**src/rtl/mem_arbiter.sv**
```systemverilog
// mem_arbiter: round-robin fetch/data arbiter for a single-port memory,
// with store lane steering, load extension, misalignment and timeout errors.
module mem_arbiter #(
    parameter int WIDTH   = 32,
    parameter int TIMEOUT = 15
) (
    input  logic             clk,
    input  logic             rst,
    input  logic             if_req,
    input  logic [WIDTH-1:0] if_addr,
    output logic             if_gnt,
    output logic [WIDTH-1:0] if_rdata,
    output logic             if_valid,
    output logic             if_err,
    input  logic             dm_req,
    input  logic             dm_we,
    input  logic [WIDTH-1:0] dm_addr,
    input  logic [WIDTH-1:0] dm_wdata,
    input  logic [2:0]       dm_op,
    output logic             dm_gnt,
    output logic [WIDTH-1:0] dm_rdata,
    output logic             dm_valid,
    output logic             dm_err,
    output logic             mem_req,
    output logic             mem_we,
    output logic [WIDTH-1:0] mem_addr,
    output logic [WIDTH-1:0] mem_wdata,
    output logic [3:0]       mem_be,
    input  logic [WIDTH-1:0] mem_rdata,
    input  logic             mem_ready
);
    typedef enum logic [1:0] {IDLE, BUSY_IF, BUSY_DM, ERR} state_t;
    state_t state, state_n;
    logic sel_dm, last_dm;
    logic [2:0] op_q;
    logic [1:0] lane_q;
    logic [7:0] cnt;
    logic any_req, pick_dm, dm_store_op, dm_word, dm_half, dm_mis, mis, st, busy, tmo, resp, err;
    logic [WIDTH-1:0] addr_s, wd_n, fmt;
    logic [3:0] be_n;
    logic [7:0] byte_v;
    logic [15:0] half_v;
    assign any_req     = if_req | dm_req;
    assign pick_dm     = dm_req & (~if_req | ~last_dm);
    assign addr_s      = pick_dm ? dm_addr : if_addr;
    assign dm_store_op = ~dm_op[2] & (|dm_op[1:0]);
    assign dm_word     = (dm_op == 3'b000) | (dm_op == 3'b011);
    assign dm_half     = (dm_op == 3'b101) | (dm_op == 3'b111) | (dm_op == 3'b010);
    // an op code whose direction disagrees with dm_we is rejected like a misalignment
    assign dm_mis      = (dm_store_op != dm_we) | (dm_word & (|dm_addr[1:0])) | (dm_half & dm_addr[0]);
    assign mis         = pick_dm ? dm_mis : |if_addr[1:0];
    assign st          = pick_dm & dm_we;
    assign be_n        = !st ? 4'hf : dm_op == 3'b001 ? 4'b0001 << dm_addr[1:0] :
                         dm_op == 3'b010 ? 4'b0011 << {dm_addr[1], 1'b0} : 4'hf;
    assign wd_n        = !st ? '0 : dm_op == 3'b001 ? {4{dm_wdata[7:0]}} :
                         dm_op == 3'b010 ? {2{dm_wdata[15:0]}} : dm_wdata;
    assign busy        = (state == BUSY_IF) | (state == BUSY_DM);
    assign tmo         = cnt == 8'(TIMEOUT - 1);
    assign mem_req     = busy;
    assign resp        = (busy & (mem_ready | tmo)) | (state == ERR);
    assign err         = (state == ERR) | (busy & ~mem_ready);
    assign byte_v      = mem_rdata[8*lane_q +: 8];
    assign half_v      = lane_q[1] ? mem_rdata[31:16] : mem_rdata[15:0];
    // fetches carry op 000 so they pass the word through like LW; stores read back 0
    assign fmt         = op_q == 3'b000 ? mem_rdata :
                         op_q == 3'b100 ? {{24{byte_v[7]}}, byte_v} :
                         op_q == 3'b110 ? {24'b0, byte_v} :
                         op_q == 3'b101 ? {{16{half_v[15]}}, half_v} :
                         op_q == 3'b111 ? {16'b0, half_v} : '0;
    always_ff @(posedge clk or negedge rst) begin
        if (!rst) state <= IDLE;
        else      state <= state_n;
    end
    always_comb begin
        state_n = state;
        case (state)
            IDLE:             if (any_req) state_n = mis ? ERR : pick_dm ? BUSY_DM : BUSY_IF;
            BUSY_IF, BUSY_DM: if (mem_ready | tmo) state_n = IDLE;
            default:          state_n = IDLE;
        endcase
    end
    always_ff @(posedge clk or negedge rst) begin
        if (!rst) begin
            sel_dm    <= 1'b0;
            last_dm   <= 1'b1;
            op_q      <= '0;
            lane_q    <= '0;
            cnt       <= '0;
            if_gnt    <= 1'b0;
            dm_gnt    <= 1'b0;
            if_valid  <= 1'b0;
            dm_valid  <= 1'b0;
            if_err    <= 1'b0;
            dm_err    <= 1'b0;
            if_rdata  <= '0;
            dm_rdata  <= '0;
            mem_we    <= 1'b0;
            mem_addr  <= '0;
            mem_wdata <= '0;
            mem_be    <= '0;
        end else begin
            if_gnt   <= state == IDLE && any_req && !pick_dm;
            dm_gnt   <= state == IDLE && any_req && pick_dm;
            if_valid <= resp & ~sel_dm;
            dm_valid <= resp & sel_dm;
            if_err   <= resp & err & ~sel_dm;
            dm_err   <= resp & err & sel_dm;
            if_rdata <= (resp & ~err & ~sel_dm) ? fmt : '0;
            dm_rdata <= (resp & ~err & sel_dm) ? fmt : '0;
            if (state == IDLE && any_req) begin
                sel_dm    <= pick_dm;
                last_dm   <= pick_dm;
                op_q      <= pick_dm ? dm_op : 3'b000;
                lane_q    <= addr_s[1:0];
                cnt       <= '0;
                mem_we    <= st;
                mem_addr  <= {addr_s[WIDTH-1:2], 2'b00};
                mem_wdata <= wd_n;
                mem_be    <= be_n;
            end else if (busy && !mem_ready) begin
                cnt <= cnt + 8'd1;
            end
        end
    end
endmodule

```
**config.mk**
```make
export PLATFORM = sky130hd
export DESIGN_NAME = mem_arbiter
export DESIGN_NICKNAME = d
export VERILOG_FILES = /design/src/rtl/mem_arbiter.sv
export SDC_FILE = /design/constraint.sdc
export NUM_CORES = 1
export LEC_CHECK = 0
export CAP_MARGIN = 20
export CORE_AREA = 4 4 121 123
export CTS_CLUSTER_SIZE = 24
export DETAILED_ROUTE_END_ITERATION = 6
export DIE_AREA = 0 0 125 127
export DONT_BUFFER_PORTS = 1
export PLACE_DENSITY = 0.7
export SLEW_MARGIN = 15
export SYNTH_ARGS = -nofsm -noshare
export SYNTH_HDL_FRONTEND = slang
export SYNTH_SLANG_ARGS = --single-unit
export TNS_END_PERCENT = 20
```
**constraint.sdc**
```tcl
create_clock -name clk -period 2.1 [get_ports clk]
set_input_delay 0.42 -clock clk [delete_from_list [all_inputs] [get_ports clk]]
set_output_delay 0.42 -clock clk [all_outputs]
set_load 0.1 [all_outputs]
```
==> results.cfg, run 1 <==
[grt]
antenna_found_initial = 0
grt_max_degree = 155
grt_pass1_wl_um = 29310
grt.overflow.total = 0
grt_pass1_vias = 5384
grt_use_total = 0.2353

[timing]
rsz0062_at_grt = no
relSlewSlack = 0.3646
skew_ps = 6.864
period_needed_ps = 1987
fin_tns_setup_ps = 0
tightest_slew_ps = 953.2
slew_violations = 0
period_share = 0.9461
whs_ps = -297.9
setup_viol = 0
hold_viol_final = 154
max_freq_mhz = 503.3

[synthesis]
syn-instance-count = 591
synth_warnings = 0
netlist_area_sq_um = 6625
synth_edf_count = 0
synth-main-ff-cell = dfrtp_1
avgSynthCellArea_sq_um = 11.21
yosysUniqueCellTypes = 55
synth-seq-area-share = 0.5819
async_flop_share = 1.000
ys_ff_latch = 154

[floorplan]
die_h_um = 127
design.core.area_sq_um = 13670
die_w_um = 125
dieArea_sq_um = 15880
rows = 43
ioPinCount = 277
start_util = 0.4848

[critical_path]
worst_setup_path_start_kind = flip-flop
endpoint_kind = flip-flop
crit_buf_inv = 1
cp.required_ps = 2390
crit_slowest_cell = dfrtp_1
cp_num_cells = 5
cp_cell_sequence = buf_4, mux2_2, a32o_1, a31oi_1, nor2_1
critPathMaxStageDelay_ps = 710
crit_family = flip-flops
path_class = flip-flop to flip-flop
crit_arrival_ps = 2280
ff2ff_path_depth = 5
path_max_fanout = 13

[layout]
num-fill-cells = 1172
area_growth_pct = 22.42
finalNonFillerCells = 869
final_common_cell = dfrtp_1
n_antenna_cell = 0
drive_gt1_frac = 0.2525
final_cell_mix = dfrtp_1, buf_4, a21oi_1
finalNetCount = 817

[clock_tree]
cts_buffers = 17
cts_tree = built
clockBufferDepth = 2
cts_resized = 0
cts_setup_buffers = 0
cts_root_buffer = clkbuf_16
clk_pin_slew_ps = 60
clock_latency_ps = 420
htree_levels = 4
clkSinkCount = 154

[route]
drt_iter0_drc = 457
via_per_inst = 5.985
finalWirelength_um = 18900
wl_per_cell_um = 21.74
firstDrtPassIters = 7
ant_nets = 0
route.detailed.drc = 10
vias = 5201

[placement]
io_buffers = 0
hpwl_um = 13740
gp_congestion = 0.8210
dpl.cell_count = 837

[flow_run]
maxCapViolations = 0

[worst_hold_path]
hold_class = input pin to asynchronous set/reset pin

[outcome]
violations = design-rule violations, negative hold slack
status = finished, violations left
==> sequential cells by signal, summed over array words and instances, names as in the netlist, 2 cells and up <==
register	cells
cnt	8
mem_be	4
dm_rdata	32
mem_wdata	32
state	2
mem_addr	30
op_q	3
lane_q	2
if_rdata	32
==> final cells by class <==
type | instances | area, sq um | share of cell area
inverters | 38 | 142.6 | 0.01759
flip-flops and latches | 154 | 3855 | 0.4753
well taps | 180 | 225.2 | 0.02777
clock buffers | 17 | 425.4 | 0.05245
clock inverters | 15 | 155.1 | 0.01913
repair buffers | 113 | 873.3 | 0.1077
multi-input cells | 352 | 2434 | 0.3001
==> synthesized netlist by cell type (all sizes together) (9+ instances only) <==
cell type | n | area (sq um)
mux2 | 18 | 202.7
nor2 | 38 | 142.6
nand2b | 12 | 75.07
o21ai | 26 | 130.1
a32o | 11 | 110.1
dfrtp | 153 | 3829
a22o | 14 | 122.6
buf | 19 | 111.4
o22ai | 9 | 56.30
a222oi | 32 | 320.3
a22oi | 10 | 75.07
mux2i | 19 | 190.2
clkbuf | 29 | 110.1
a21oi | 51 | 255.2
nand2 | 40 | 150.1
inv | 37 | 138.9
==> logic make-up (layout without fill, tap and decap cells) <==
| logic type | after synthesis | after routing | share of synthesized area |
|---|---|---|---|
| buffers and inverters | 86 | 183 | 0.05496 |
| flip-flops | 154 | 154 | 0.5819 |
| AO/OA/AOI/OAI | 179 | 179 | 0.1936 |
| other | 1 | 2 | 0.0005660 |
| adder cells (fa/ha/maj) | 4 | 4 | 0.007555 |
| multiplexers | 38 | 38 | 0.06270 |
| XOR/XNOR | 8 | 8 | 0.01058 |
| AND/OR/NAND/NOR | 121 | 121 | 0.08820 |
==> per-stage QoR <==
step           setup WS [ps]  utilization  area (sq um)
6_report               113.2       0.5935          8110
4_1_cts                125.9       0.5935          8110
5_1_grt                8.499       0.5935          8110
3_3_place_gp           255.6       0.5510          7530
2_1_floorplan          63.26            -          6631
3_5_place_dp           150.9       0.5510          7530
==> per-layer routing <==
layer	vias up	share of wire	track usage
li1	2324	-	-
met1	2563	0.37	0.2797
met2	285	0.50	0.3888
met3	29	0.11	0.09741
met4	0	0.022	0.08355
met5	-	0	0
==> path summary, 6_finish.rpt <==
path                                       start                       end  slack [ps]
max                        lane_q[1]$_DFFE_PN0P_     dm_rdata[4]$_DFF_PN0_         110
max reg2reg                lane_q[1]$_DFFE_PN0P_     dm_rdata[4]$_DFF_PN0_         110
min                                          rst    if_rdata[31]$_DFF_PN0_        -300
min in group clk                     dm_addr[24]  mem_addr[24]$_DFFE_PN0P_         130
max in group asynchronous                    rst       last_dm$_DFFE_PN1P_        2150
min reg2reg                  last_dm$_DFFE_PN1P_       last_dm$_DFFE_PN1P_         520
Power of run 1 is left out: the tool's default activity adds up to more than one toggle a clock period on the data nets, which glitch-free logic cannot reach.
==> run 2, diff against run 1 <==
--- a/config.mk
+++ b/config.mk
@@ -6,12 +6,13 @@
 export NUM_CORES = 1
 export LEC_CHECK = 0
 export CAP_MARGIN = 20
-export CORE_AREA = 4 4 121 123
+export CORE_AREA = 3 3 135 137
 export CTS_CLUSTER_SIZE = 24
 export DETAILED_ROUTE_END_ITERATION = 6
-export DIE_AREA = 0 0 125 127
+export DIE_AREA = 0 0 138 140
 export DONT_BUFFER_PORTS = 1
-export PLACE_DENSITY = 0.7
+export PLACE_DENSITY = 0.58
+export SETUP_SLACK_MARGIN = 0.4
 export SLEW_MARGIN = 15
 export SYNTH_ARGS = -nofsm -noshare
 export SYNTH_HDL_FRONTEND = slang
==> run 2 against run 1 <==
Against the previous run:
- the flow still finishes with violations (design-rule violations, negative hold slack)
- final area rose by 2.5%
- utilization down 11 points
- via count is 0.25% higher
- first-iteration DRC count rose by 6.1%
- non-clock buffer count increased by 11
- final cell count rose by 6.4%
- sequential cell count stayed put
- hold slack worse by 10 ps
- critical path depth decreased by 5
- register-to-register slack better by 210 ps
- die area rose by 22%
- clock skew increased by 5.8 ps
- critical endpoint is now mem_addr[7]
==> results.cfg, run 2 (synthesis results as in run 1) <==
[floorplan]
start_util = 0.3857
design.core.area_sq_um = 17180
die_w_um = 138
dieArea_sq_um = 19320
rows = 48
die_h_um = 140
ioPinCount = 277

[timing]
whs_ps = -307.9
rsz0062_at_grt = yes
worst_slack_ps = 311.9
period_needed_ps = 1788
slew_violations = 0
relSlewSlack = 0.3850
hold_viol_final = 154
fin_tns_setup_ps = 0
skew_ps = 12.68
tightest_slew_ps = 922.6
max_freq_mhz = 559.2
period_share = 0.8515
setup_viol = 0

[critical_path]
crit_start = mem_addr[7]$_DFFE_PN0P_
path_class = flip-flop to output port
path_max_fanout = 2
worst_setup_path_start_kind = flip-flop
cp.required_ps = 1680
endpoint_kind = output port
r2r-start = cnt[0]$_DFFE_PN0P_
crit_arrival_ps = 1370

[route]
wl_per_cell_um = 20.56
ant_nets = 0
drt_iter0_drc = 485
finalWirelength_um = 19010
route.detailed.drc = 8
via_per_inst = 5.637
firstDrtPassIters = 7
vias = 5214

[layout]
finalNetCount = 828
finalNonFillerCells = 925
area_growth_pct = 25.42
final_cell_mix = dfrtp_1, buf_4, a21oi_1
reg.largest.list = dm_rdata x32, if_rdata x32, mem_wdata x32
num-fill-cells = 1581
final_common_cell = dfrtp_1
drive_gt1_frac = 0.2914
n_antenna_cell = 0

[placement]
dpl.cell_count = 886
dp_slack_ps = 320.6
io_buffers = 0
gp_congestion = 0.7899
hpwl_um = 13700

[clock_tree]
cts_tree = built
clockBufferDepth = 2
cts_root_buffer = clkbuf_16
htree_levels = 4
clkSinkCount = 154
cts_buffers = 17
clk_pin_slew_ps = 70
clock_latency_ps = 420

[flow_run]
maxCapViolations = 0

[worst_hold_path]
hold_class = input pin to asynchronous set/reset pin

[outcome]
status = finished, violations left
violations = design-rule violations, negative hold slack

[grt]
antenna_found_initial = 0
grt_pass1_vias = 5303
grt.overflow.total = 0
grt_use_total = 0.1933
grt_max_degree = 155
grt_pass1_wl_um = 29660
[run 2: per-layer routing]
layer	up-vias	GRT usage	share of wire
met4	0	0.05876	0.015
met3	21	0.07477	0.097
met1	2586	0.2293	0.37
li1	2346	-	-
met2	261	0.3273	0.51
met5	-	0	0
[run 2: final timing paths]
kind	cells after the start	endpoint	slack, ps
setup / recovery	0	mem_addr[7]	310
hold / removal	0	dm_rdata[25]$_DFF_PN0_	-310
setup reg to reg	6	state[1]$_DFFE_PN0P_	320
hold reg to reg	1	mem_wdata[4]$_DFFE_PN0P_	520
max in group asynchronous	0	last_dm$_DFFE_PN1P_	2180
min in group clk	2	mem_addr[20]$_DFFE_PN0P_	120
[run 2: repair_timing]
item / in CTS / in global routing
setup endpoints to repair: 61 / 96
pin swaps: 0 / 2
gates cloned: 0 / 0
endpoints found under the hold margin: 154 / 154
gates resized for setup: 12 / 16
setup buffers: 0 / 7
[run 2: through the flow]
stage | hold WS (ps) | utilization | cell area, sq um
after global placement | 130.3 | 0.4440 | 7626
final | -307.9 | 0.4838 | 8309
after floorplan | 124.4 | - | 6663
after detailed placement | 131.2 | 0.4440 | 7626
after CTS | -328.3 | 0.4773 | 8198
after global routing | -336.0 | 0.4838 | 8309
[run 2: final cells by class]
cell class	instances	area, sq um	area share
clock buffer	17	425.4	0.05120
clock inverter	15	128.9	0.01551
inverter	38	142.6	0.01717
multi-input combinational	352	2457	0.2957
sequential	154	3872	0.4660
tap	225	281.5	0.03388
timing repair buffer	124	1001	0.1205
Power of run 2 is left out for the same reason.
==> run 3, diff against run 2 <==
--- a/config.mk
+++ b/config.mk
@@ -11,6 +11,7 @@
 export DETAILED_ROUTE_END_ITERATION = 6
 export DIE_AREA = 0 0 138 140
 export DONT_BUFFER_PORTS = 1
+export GPL_TIMING_DRIVEN = 0
 export PLACE_DENSITY = 0.58
 export SETUP_SLACK_MARGIN = 0.4
 export SLEW_MARGIN = 15
==> constraint.sdc (replaced) <==
create_clock -name clk -period 1.76 [get_ports clk]
set_input_delay 0.352 -clock clk [delete_from_list [all_inputs] [get_ports clk]]
set_output_delay 0.352 -clock clk [all_outputs]
set_load 0.1 [all_outputs]
==> run 3 against run 2 <==
Against the previous run:
- the flow finishes with violations (negative hold slack, negative setup slack)
- hold slack lost 67 ps
- first-iteration DRC count is 30% lower
- critical path depth grew 6
- die area did not move
- setup slack worse by 480 ps
- final area grew 9.4%
- utilization increased by 4.5 points
==> results.cfg, run 3 (synthesis results as in run 1) <==
[critical_path]
cp.required_ps = 2100
cp_cell_sequence = inv_2, ha_4, or4b_4, buf_8, buf_4, a21oi_4
worst_setup_path_start_kind = flip-flop
crit_family = simple AND/OR/NAND/NOR gates
path_max_fanout = 6
cp_num_cells = 6
crit_slowest_cell = or4b_4
critPathMaxStageDelay_ps = 520
endpoint_kind = flip-flop
crit_arrival_ps = 2260
ff2ff_path_depth = 6
crit_buf_inv = 3
path_class = flip-flop to flip-flop

[timing]
hold_viol_final = 154
skew_ps = 9.928
whs_ps = -375.4
period_share = 1.093
rsz0062_at_grt = yes
period_needed_ps = 1924
tightest_slew_ps = 904.0
worst_slack_ps = -163.6
relSlewSlack = 0.3978
setup_viol = 33
slew_violations = 0
max_freq_mhz = 519.9

[route]
vias = 5209
via_per_inst = 5.919
drt_iter0_drc = 339
ant_nets = 0
wl_per_cell_um = 23.73
firstDrtPassIters = 6
finalWirelength_um = 20880
route.detailed.drc = 0

[layout]
regArea_sq_um = 4267
area_growth_pct = 37.19
multi_input_area_sq_um = 2869
drive_gt1_frac = 0.5023
n_antenna_cell = 0
num-fill-cells = 1443
final_cell_mix = dfrtp_4, dfrtp_1, inv_1
finalNetCount = 783
final_common_cell = dfrtp_4
reg.largest.list = dm_rdata x32, if_rdata x32, mem_wdata x32
finalNonFillerCells = 880
postLayoutCellArea_sq_um = 9089

[clock_tree]
clkSinkCount = 154
clock_latency_ps = 430
clockBufferDepth = 2
cts_root_buffer = clkbuf_16
htree_levels = 4
cts_buffers = 17
clk_pin_slew_ps = 70
cts_tree = built

[floorplan]
ioPinCount = 277
design.core.area_sq_um = 17180
start_util = 0.3857
rows = 48
die_w_um = 138
dieArea_sq_um = 19320
die_h_um = 140

[grt]
antenna_found_initial = 0
grt.overflow.total = 0
grt_pass1_vias = 5393
grt_use_total = 0.2066
grt_max_degree = 155
grt_pass1_wl_um = 31350

[placement]
hpwl_um = 14400
io_buffers = 0
gp_congestion = 0.8204
dpl.cell_count = 817
dpl_cell_area_sq_um = 6978

[outcome]
violations = negative hold slack, negative setup slack
status = finished, violations left

[flow_run]
maxCapViolations = 0

[worst_hold_path]
hold_class = input pin to asynchronous set/reset pin
[run 3: cell count changes in the layout (fill, tap and decap cells not counted), moves of 7 or more]
cell,before,now
buf_8,1,18
a21oi_4,0,8
buf_6,0,18
o21ai_0,25,11
buf_4,118,20
nand2_1,40,31
dfrtp_1,139,42
dfrtp_2,14,2
a21oi_1,50,15
a21oi_2,1,28
dfrtp_4,0,109
o21ai_2,0,9
nand2_2,0,7
[run 3: final timing paths]
check                                     start                  endpoint  slack [ps]
max                        state[0]$_DFFE_PN0P_    if_rdata[31]$_DFF_PN0_        -160
min                                         rst    if_rdata[14]$_DFF_PN0_        -380
max reg2reg                state[0]$_DFFE_PN0P_    if_rdata[31]$_DFF_PN0_        -160
min reg2reg                  cnt[6]$_DFFE_PN0P_        cnt[6]$_DFFE_PN0P_         570
max in group asynchronous                   rst       last_dm$_DFFE_PN1P_        1920
min in group clk                    dm_wdata[4]  mem_wdata[4]$_DFFE_PN0P_          50
[run 3: repair_timing]
item / in CTS / in global routing
pin swaps: 29 / 61
gates resized for setup: 333 / 115
setup buffers: 17 / 9
hold endpoints to repair: 154 / 154
endpoints found under the setup margin: 292 / 288
gates cloned: 4 / 1
[run 3: worst reg2reg max path, cell delays in order, from the launching register on]
cell and delay [ps]:
dfrtp_1 360, inv_2 50, ha_4 470, or4b_4 520
buf_8 160, buf_4 140, a21oi_4 130
[run 3: metrics by stage]
stage / hold slack (ps) / TNS [ps] / util / setup slack [ps]
3_5_place_dp: 63.03 / -24470 / 0.4063 / -335.1
2_1_floorplan: 56.41 / -575.2 / - / -30.29
6_report: -375.4 / -4153 / 0.5291 / -163.6
4_1_cts: -393.6 / -5270 / 0.5058 / -178.0
3_3_place_gp: 62.72 / -15040 / 0.4063 / -275.5
5_1_grt: -406.2 / -6945 / 0.5291 / -229.9
[run 3: final cells by class]
class | instances | area share
inverter | 38 | 0.01569
clock inverter | 14 | 0.02285
buffer | 48 | 0.06305
clock buffer | 18 | 0.04832
tap | 225 | 0.03097
multi-input combinational | 352 | 0.3157
sequential | 154 | 0.4694
timing repair buffer | 31 | 0.03400
[run 3: per-layer routing]
metal / wire length, um / global-route usage
met3: 2164 / 0.09286
met1: 7671 / 0.2317
met5: 0 / 0
met4: 532 / 0.07020
met2: 10510 / 0.3517
Power of run 3 is left out for the same reason.
